===== src/rtl/ifetch_unit_if.sv =====
// Fetch-side bundle: instruction-memory request/response, redirect and decode hand-off.
// The master modport is the fetch unit; the slave modport is its environment.
interface ifetch_unit_if #(
    parameter int XLEN = 32
);
    logic            imem_req_valid_out;
    logic            imem_req_ready_in;
    logic [XLEN-1:0] imem_req_addr_out;
    logic            imem_rsp_valid_in;
    logic [31:0]     imem_rsp_data_in;
    logic            redirect_valid_in;
    logic [XLEN-1:0] redirect_pc_in;
    logic            instr_valid_out;
    logic            instr_ready_in;
    logic [31:0]     instr_out;
    logic [XLEN-1:0] instr_pc_out;

    modport master (
        output imem_req_valid_out, imem_req_addr_out,
        output instr_valid_out, instr_out, instr_pc_out,
        input  imem_req_ready_in, imem_rsp_valid_in, imem_rsp_data_in,
        input  redirect_valid_in, redirect_pc_in, instr_ready_in
    );

    modport slave (
        input  imem_req_valid_out, imem_req_addr_out,
        input  instr_valid_out, instr_out, instr_pc_out,
        output imem_req_ready_in, imem_rsp_valid_in, imem_rsp_data_in,
        output redirect_valid_in, redirect_pc_in, instr_ready_in
    );
endinterface


===== src/rtl/ifetch_unit.sv =====
// Instruction-fetch front end: owns the PC, issues credit-limited sequential fetches
// and buffers in-order responses in a small FIFO; redirects flush and discard stale fetches.
module ifetch_unit #(
    parameter int              XLEN     = 32,
    parameter logic [XLEN-1:0] RESET_PC = {XLEN{1'b0}},
    parameter int              DEPTH    = 4
) (
    input  logic          sysclk,
    input  logic          nrst_in,
    ifetch_unit_if.master bus
);
    localparam int PW = $clog2(DEPTH);
    localparam int CW = PW + 1;
    localparam logic [XLEN-1:0] PC_STEP    = {{(XLEN-3){1'b0}}, 3'b100};
    localparam logic [XLEN-1:0] ALIGN_MASK = {{(XLEN-2){1'b1}}, 2'b00};
    localparam logic [CW-1:0]   CNT_ZERO   = {CW{1'b0}};
    localparam logic [CW-1:0]   CNT_ONE    = CW'(1'b1);
    localparam logic [PW-1:0]   PTR_ZERO   = {PW{1'b0}};
    localparam logic [PW-1:0]   PTR_ONE    = PW'(1'b1);
    localparam logic [CW:0]     CREDITS    = (CW+1)'(DEPTH);

    logic            run_r;
    logic [XLEN-1:0] fetch_pc_r;
    logic [XLEN-1:0] rsp_pc_r;
    logic [CW-1:0]   inflight_r;
    logic [CW-1:0]   discard_r;
    logic [CW-1:0]   count_r;
    logic [PW-1:0]   head_r;
    logic [PW-1:0]   tail_r;
    logic [XLEN-1:0] pc_mem_r   [DEPTH];
    logic [31:0]     data_mem_r [DEPTH];

    logic          credit_s;
    logic          req_valid_s;
    logic          req_fire_s;
    logic          rsp_s;
    logic          push_s;
    logic          pop_s;
    logic          instr_valid_s;
    logic [CW-1:0] inflight_next_s;

    // Handshake decode; credits come from registered state only, redirect masks both valids
    always_comb begin
        credit_s        = ({1'b0, inflight_r} + {1'b0, count_r}) < CREDITS;
        req_valid_s     = run_r && credit_s && !bus.redirect_valid_in;
        req_fire_s      = req_valid_s && bus.imem_req_ready_in;
        rsp_s           = bus.imem_rsp_valid_in;
        push_s          = rsp_s && !bus.redirect_valid_in && (discard_r == CNT_ZERO);
        instr_valid_s   = (count_r != CNT_ZERO) && !bus.redirect_valid_in;
        pop_s           = instr_valid_s && bus.instr_ready_in;
        inflight_next_s = inflight_r + CW'(req_fire_s) - CW'(rsp_s);
    end

    assign bus.imem_req_valid_out = req_valid_s;
    assign bus.imem_req_addr_out  = fetch_pc_r;
    assign bus.instr_valid_out    = instr_valid_s;
    assign bus.instr_out          = data_mem_r[head_r];
    assign bus.instr_pc_out       = pc_mem_r[head_r];

    // PC, credit, discard and FIFO state
    always_ff @(posedge sysclk or negedge nrst_in) begin
        if (!nrst_in) begin
            run_r      <= 1'b0;
            fetch_pc_r <= RESET_PC;
            rsp_pc_r   <= RESET_PC;
            inflight_r <= CNT_ZERO;
            discard_r  <= CNT_ZERO;
            count_r    <= CNT_ZERO;
            head_r     <= PTR_ZERO;
            tail_r     <= PTR_ZERO;
            for (int i = 0; i < DEPTH; i++) begin
                pc_mem_r[i]   <= {XLEN{1'b0}};
                data_mem_r[i] <= 32'h0000_0000;
            end
        end else begin
            run_r      <= 1'b1;
            inflight_r <= inflight_next_s;
            if (bus.redirect_valid_in) begin
                // every fetch still outstanding after this cycle belongs to the old stream
                fetch_pc_r <= bus.redirect_pc_in & ALIGN_MASK;
                rsp_pc_r   <= bus.redirect_pc_in & ALIGN_MASK;
                discard_r  <= inflight_r - CW'(rsp_s);
                count_r    <= CNT_ZERO;
                head_r     <= PTR_ZERO;
                tail_r     <= PTR_ZERO;
            end else begin
                if (req_fire_s) begin
                    fetch_pc_r <= fetch_pc_r + PC_STEP;
                end
                if (rsp_s && (discard_r != CNT_ZERO)) begin
                    discard_r <= discard_r - CNT_ONE;
                end
                if (push_s) begin
                    pc_mem_r[tail_r]   <= rsp_pc_r;
                    data_mem_r[tail_r] <= bus.imem_rsp_data_in;
                    tail_r             <= tail_r + PTR_ONE;
                    rsp_pc_r           <= rsp_pc_r + PC_STEP;
                end
                if (pop_s) begin
                    head_r <= head_r + PTR_ONE;
                end
                count_r <= count_r + CW'(push_s) - CW'(pop_s);
            end
        end
    end

    ifetch_unit_checker #(.CW(CW), .DEPTH(DEPTH)) u_checker (
        .clk       (sysclk),
        .rst_n     (nrst_in),
        .rsp_valid (bus.imem_rsp_valid_in),
        .inflight  (inflight_r),
        .count     (count_r)
    );
endmodule

// Protocol checks on the memory response channel and buffer occupancy.
module ifetch_unit_checker #(
    parameter int CW    = 3,
    parameter int DEPTH = 4
) (
    input logic          clk,
    input logic          rst_n,
    input logic          rsp_valid,
    input logic [CW-1:0] inflight,
    input logic [CW-1:0] count
);
    a_rsp_expected: assert property (@(posedge clk) disable iff (!rst_n)
        rsp_valid |-> (inflight != {CW{1'b0}}));
    a_no_overflow: assert property (@(posedge clk) disable iff (!rst_n)
        rsp_valid |-> (count != CW'(DEPTH)));
    a_credit_bound: assert property (@(posedge clk) disable iff (!rst_n)
        (({1'b0, inflight} + {1'b0, count}) <= (CW+1)'(DEPTH)));
endmodule


===== src/flat_wrapper.sv =====
// flat-port wrapper written by rule: the top's interface ports become plain ports
module ifetch_unit_flat 
#(
    parameter int              XLEN     = 32,
    parameter logic [XLEN-1:0] RESET_PC = {XLEN{1'b0}},
    parameter int              DEPTH    = 4
)
  (sysclk, nrst_in, bus_imem_req_valid_out, bus_imem_req_addr_out, bus_instr_valid_out, bus_instr_out, bus_instr_pc_out, bus_imem_req_ready_in, bus_imem_rsp_valid_in, bus_imem_rsp_data_in, bus_redirect_valid_in, bus_redirect_pc_in, bus_instr_ready_in);
  ifetch_unit_if #(.XLEN(XLEN)) bus_i ();
  input  logic sysclk;
  input  logic nrst_in;
  output wire logic [$bits(bus_i.imem_req_valid_out)-1:0] bus_imem_req_valid_out;
  output wire logic [$bits(bus_i.imem_req_addr_out)-1:0] bus_imem_req_addr_out;
  output wire logic [$bits(bus_i.instr_valid_out)-1:0] bus_instr_valid_out;
  output wire logic [$bits(bus_i.instr_out)-1:0] bus_instr_out;
  output wire logic [$bits(bus_i.instr_pc_out)-1:0] bus_instr_pc_out;
  input wire logic [$bits(bus_i.imem_req_ready_in)-1:0] bus_imem_req_ready_in;
  input wire logic [$bits(bus_i.imem_rsp_valid_in)-1:0] bus_imem_rsp_valid_in;
  input wire logic [$bits(bus_i.imem_rsp_data_in)-1:0] bus_imem_rsp_data_in;
  input wire logic [$bits(bus_i.redirect_valid_in)-1:0] bus_redirect_valid_in;
  input wire logic [$bits(bus_i.redirect_pc_in)-1:0] bus_redirect_pc_in;
  input wire logic [$bits(bus_i.instr_ready_in)-1:0] bus_instr_ready_in;
  assign bus_imem_req_valid_out = bus_i.imem_req_valid_out;
  assign bus_imem_req_addr_out = bus_i.imem_req_addr_out;
  assign bus_instr_valid_out = bus_i.instr_valid_out;
  assign bus_instr_out = bus_i.instr_out;
  assign bus_instr_pc_out = bus_i.instr_pc_out;
  assign bus_i.imem_req_ready_in = bus_imem_req_ready_in;
  assign bus_i.imem_rsp_valid_in = bus_imem_rsp_valid_in;
  assign bus_i.imem_rsp_data_in = bus_imem_rsp_data_in;
  assign bus_i.redirect_valid_in = bus_redirect_valid_in;
  assign bus_i.redirect_pc_in = bus_redirect_pc_in;
  assign bus_i.instr_ready_in = bus_instr_ready_in;
  ifetch_unit #(.XLEN(XLEN), .RESET_PC(RESET_PC), .DEPTH(DEPTH)) u_core (.sysclk(sysclk), .nrst_in(nrst_in), .bus(bus_i));
endmodule

===== config.mk =====
export PLATFORM = sky130hd
export DESIGN_NAME = ifetch_unit_flat
export DESIGN_NICKNAME = d
export VERILOG_FILES = /design/src/rtl/ifetch_unit_if.sv /design/src/rtl/ifetch_unit.sv /design/src/flat_wrapper.sv
export SDC_FILE = /design/constraint.sdc
export NUM_CORES = 1
export LEC_CHECK = 0
export CAP_MARGIN = 20
export CELL_PAD_IN_SITES_DETAIL_PLACEMENT = 0
export CELL_PAD_IN_SITES_GLOBAL_PLACEMENT = 2
export CORE_MARGIN = 2
export CORE_UTILIZATION = 42
export DETAILED_ROUTE_END_ITERATION = 8
export PLACE_DENSITY_LB_ADDON = 0.05
export SETUP_SLACK_MARGIN = 0.5
export SYNTH_ARGS = -nofsm -noshare
export SYNTH_HDL_FRONTEND = slang
export SYNTH_HIERARCHICAL = 1
export SYNTH_SLANG_ARGS = --single-unit

===== constraint.sdc =====
create_clock -name sysclk -period 8.7 [get_ports sysclk]
set_clock_uncertainty 0.2 [all_clocks]
set_input_delay 1.74 -clock sysclk [delete_from_list [all_inputs] [get_ports sysclk]]
set_output_delay 1.74 -clock sysclk [all_outputs]
set_load 0.01 [all_outputs]

==> flow_metrics.py <==
metrics = {
    "finish": {
        "nNetsFinal": 1336,
        "area_growth_pct": 22.1,
        "diodes": 0,
        "instances_no_fill": 1731,
        "drive_gt1_frac": 0.288,
    },
    "global_routing": {
        "grt.busiest_layer": "met2",
        "grt_max_degree": 164,
        "use_met2": 0.308,
        "grtUsageMet3": 0.0344,
        "antenna_found_initial": 0,
        "grt_overflow_total": 0,
        "grt_pass1_vias": 9811,
        "grt_pass1_wl_um": 55300,
        "grt_use_met1": 0.274,
        "grt.total_usage": 0.191,
    },
    "sta": {
        "fin_ws_ns": 3.31,
        "final.period_utilization": 0.620,
        "whs_ns": 0.272,
        "period_needed_ns": 5.39,
        "fin_tns_setup_ns": 0,
        "setup_viol": 0,
        "maxSlewViolCount": 0,
        "fmax_mhz": 185,
        "final_hold_viol_count": 0,
        "worst_slew_pin_slew_ns": 1.08,
        "grt_setup_unrepaired": "false",
        "max_slew_margin": 0.279,
    },
    "placement": {
        "dp.cells": 1661,
        "gp_congestion": 0.763,
        "hpwl_um": 20700,
        "port_buffers": 161,
        "dp_slack_ns": 3.10,
    },
    "yosys": {
        "synth.distinct_cells": 49,
        "async_flop_share": 1.00,
        "synth_top_cell_area_share": 0.541,
        "synthTopCellsByCount": "322 x dfrtp_1, 230 x mux2_2, 80 x nand2_1",
        "syn_inst": 1111,
        "synth_edf_count": 0,
        "yosys-top-cells-area": "dfrtp_1 54%, mux2_2 17%, mux4_2 9.4%, xnor2_1 2.1%, nand2_1 2.0%",
        "seq_area_frac_synth": 0.541,
        "netlist_area_um2": 14900,
        "synth.most_common_cell": "dfrtp_1",
        "ys.warnings.count": 6,
        "synth_seq_cells": 322,
        "yosys.area.top_type": "dfrtp_1",
        "ys.flop_type": "dfrtp_1",
        "syn_area_per_cell_um2": 13.4,
    },
    "drt": {
        "drt_pass1_iterations": 4,
        "detail_route.vias_per_cell": 5.33,
        "wl_per_cell_um": 19.9,
        "wl_um": 34400,
        "vias": 9219,
        "drt-initial-drc-count": 395,
        "ant_nets": 0,
        "drc": 0,
    },
    "die": {
        "dieArea_um2": 37000,
        "core_um2": 34700,
        "die_x_um": 192,
        "num_rows": 68,
        "start_util": 0.429,
        "pin_count": 168,
        "die_height_um": 192,
    },
    "setup_path": {
        "start_kind": "primary input",
        "path_cells": "buf_2, buf_4, inv_1, and3_1, clkdlybuf4s50_1",
        "cp_data_required_time_ns": 6.76,
        "crit_path_end_kind": "primary output",
        "critPathTopFamily": "buffers and inverters",
        "slowest_delay_ns": 0.51,
        "critical_path_class": "primary input to primary output",
        "critPathSlowestCell": "buf_4",
        "crit_fanout": 60,
        "critPathArrivalTime_ns": 3.45,
        "cp.buffers_inverters": 4,
    },
    "clocking": {
        "clock_path_buffers": 3,
        "cts_root_buf": "clkbuf_16",
        "postCtsResizedCells": 0,
        "hold_buffers": 0,
        "htreeDepth": 2,
        "cts_tree": "done",
        "cts_setup_buffers": 0,
        "cts_num_sinks": 322,
        "cts_buffers": 38,
        "clock_latency_ns": 0.52,
        "clk_pin_slew_ns": 0.05,
    },
    "status": {
        "status": "completed",
    },
    "pwr": {
        "p_per_area_nw_per_um2": 293,
        "ir_drop_v": 0.000168,
        "leakagePower_nw": 8.08,
    },
    "hold_path": {
        "hp-class": "flop to flop",
    },
    "job": {
        "maxCapViolations": 0,
    },
}
-- per-stage QoR --
| stage | power [mW] | util | cell area [um^2] |
|---|---|---|---|
| 2_1_floorplan | 3.02 | - | 14900 |
| 3_3_place_gp | 3.77 | 0.486 | 16900 |
| 3_5_place_dp | 3.79 | 0.486 | 16900 |
| 4_1_cts | 5.42 | 0.522 | 18100 |
| 5_1_grt | 5.65 | 0.524 | 18200 |
| 6_report | 5.33 | 0.524 | 18200 |
-- logic make-up (layout without fill, tap and decap cells) --
group | after synthesis | in the layout | synth area share
mux | 296 | 296 | 0.270
other cells | 2 | 5 | 0.000505
xor+xnor | 47 | 47 | 0.0277
simple gates | 231 | 231 | 0.0785
fa+ha+maj | 18 | 18 | 0.0161
buf+inv | 99 | 261 | 0.0270
compound gates | 96 | 96 | 0.0384
flops | 322 | 322 | 0.541
-- layout make-up --
cell class / instances / area (um^2)
Clock inverter: 6 / 80.1
Clock buffer: 62 / 1180
Timing Repair Buffer: 170 / 1730
Fill cell: 3009 / 16500
Tap cell: 455 / 569
Inverter: 23 / 86.3
Multi-Input combinational cell: 693 / 6470
Sequential cell: 322 / 8060
-- placed cells by master, fill, tap and decap left out, types with 3 or more instances in the layout --
master           count
clkinv_2             4
nand2_1             76
nand3b_1             3
o21ai_0             54
clkbuf_1            13
clkbuf_8             8
xor2_1              11
conb_1               5
ha_1                16
nand2b_1             7
and3_1              11
a21boi_0             9
and2_1               8
o311ai_0             6
clkdlybuf4s50_1    159
mux2_2             230
a21oi_1             10
nor2_1              31
nand4_1             18
buf_4                6
nor4_1              12
and4_1              10
dfrtp_1            320
nand2_4              4
o211ai_1             4
mux2i_1              4
or4_1                4
nor3_1              15
xnor2_1             36
nand3_1             25
inv_1               22
clkbuf_16           41
mux4_2              62
-- final timing paths --
check / end / depth (start not counted) / slack, ns / start
worst min register to register: u_core/pc_mem_r[24]$_DFFE_PN0P_ / 2 / 0.27 / u_core/pc_mem_r[24]$_DFFE_PN0P_
worst max-delay path: bus_imem_req_valid_out / 5 / 3.31 / bus_redirect_valid_in
worst max register to register: u_core/inflight_r[2]$_DFF_PN0_ / 10 / 4.73 / u_core/inflight_r[2]$_DFF_PN0_
min in group asynchronous: u_core/data_mem_r[122]$_DFFE_PN0P_ / 1 / 1.04 / nrst_in
worst min-delay path: u_core/pc_mem_r[24]$_DFFE_PN0P_ / 2 / 0.27 / u_core/pc_mem_r[24]$_DFFE_PN0P_
max in group asynchronous: u_core/pc_mem_r[24]$_DFFE_PN0P_ / 2 / 5.82 / nrst_in
-- state kept, by name, indices dropped and copies added, names as in the netlist --
register,cells
u_core/count_r,3
u_core/head_r,2
u_core/data_mem_r,128
u_core/run_r,1
u_core/inflight_r,3
u_core/tail_r,2
u_core/pc_mem_r,120
u_core/discard_r,3
u_core/bus.imem_req_addr_out,30
u_core/rsp_pc_r,30
-- worst reg2reg max path: cells and delay by family, from the launching register on --
kind / cells / cell delay [ns]
XOR/XNOR: 2 / 0.33
adder cells (fa/ha/maj): 4 / 1.30
buffers and inverters: 2 / 0.54
flip-flops: 1 / 0.42
AND/OR/NAND/NOR: 2 / 1.11
-- per-layer routing --
| metal | routed length (um) | vias to the layer above |
|---|---|---|
| met2 | 16300 | 192 |
| met5 | 0 | - |
| li1 | - | 4297 |
| met3 | 1620 | 13 |
| met4 | 189 | 0 |
| met1 | 16400 | 4717 |
-- report_power, final --
group          total (mW)  internal, mW  switching (mW)
Combinational        1.65          1.01           0.643
Clock                1.59         0.987           0.604
Sequential           2.09          1.85           0.237
No activity file was read; power rests on OpenSTA's default activity.
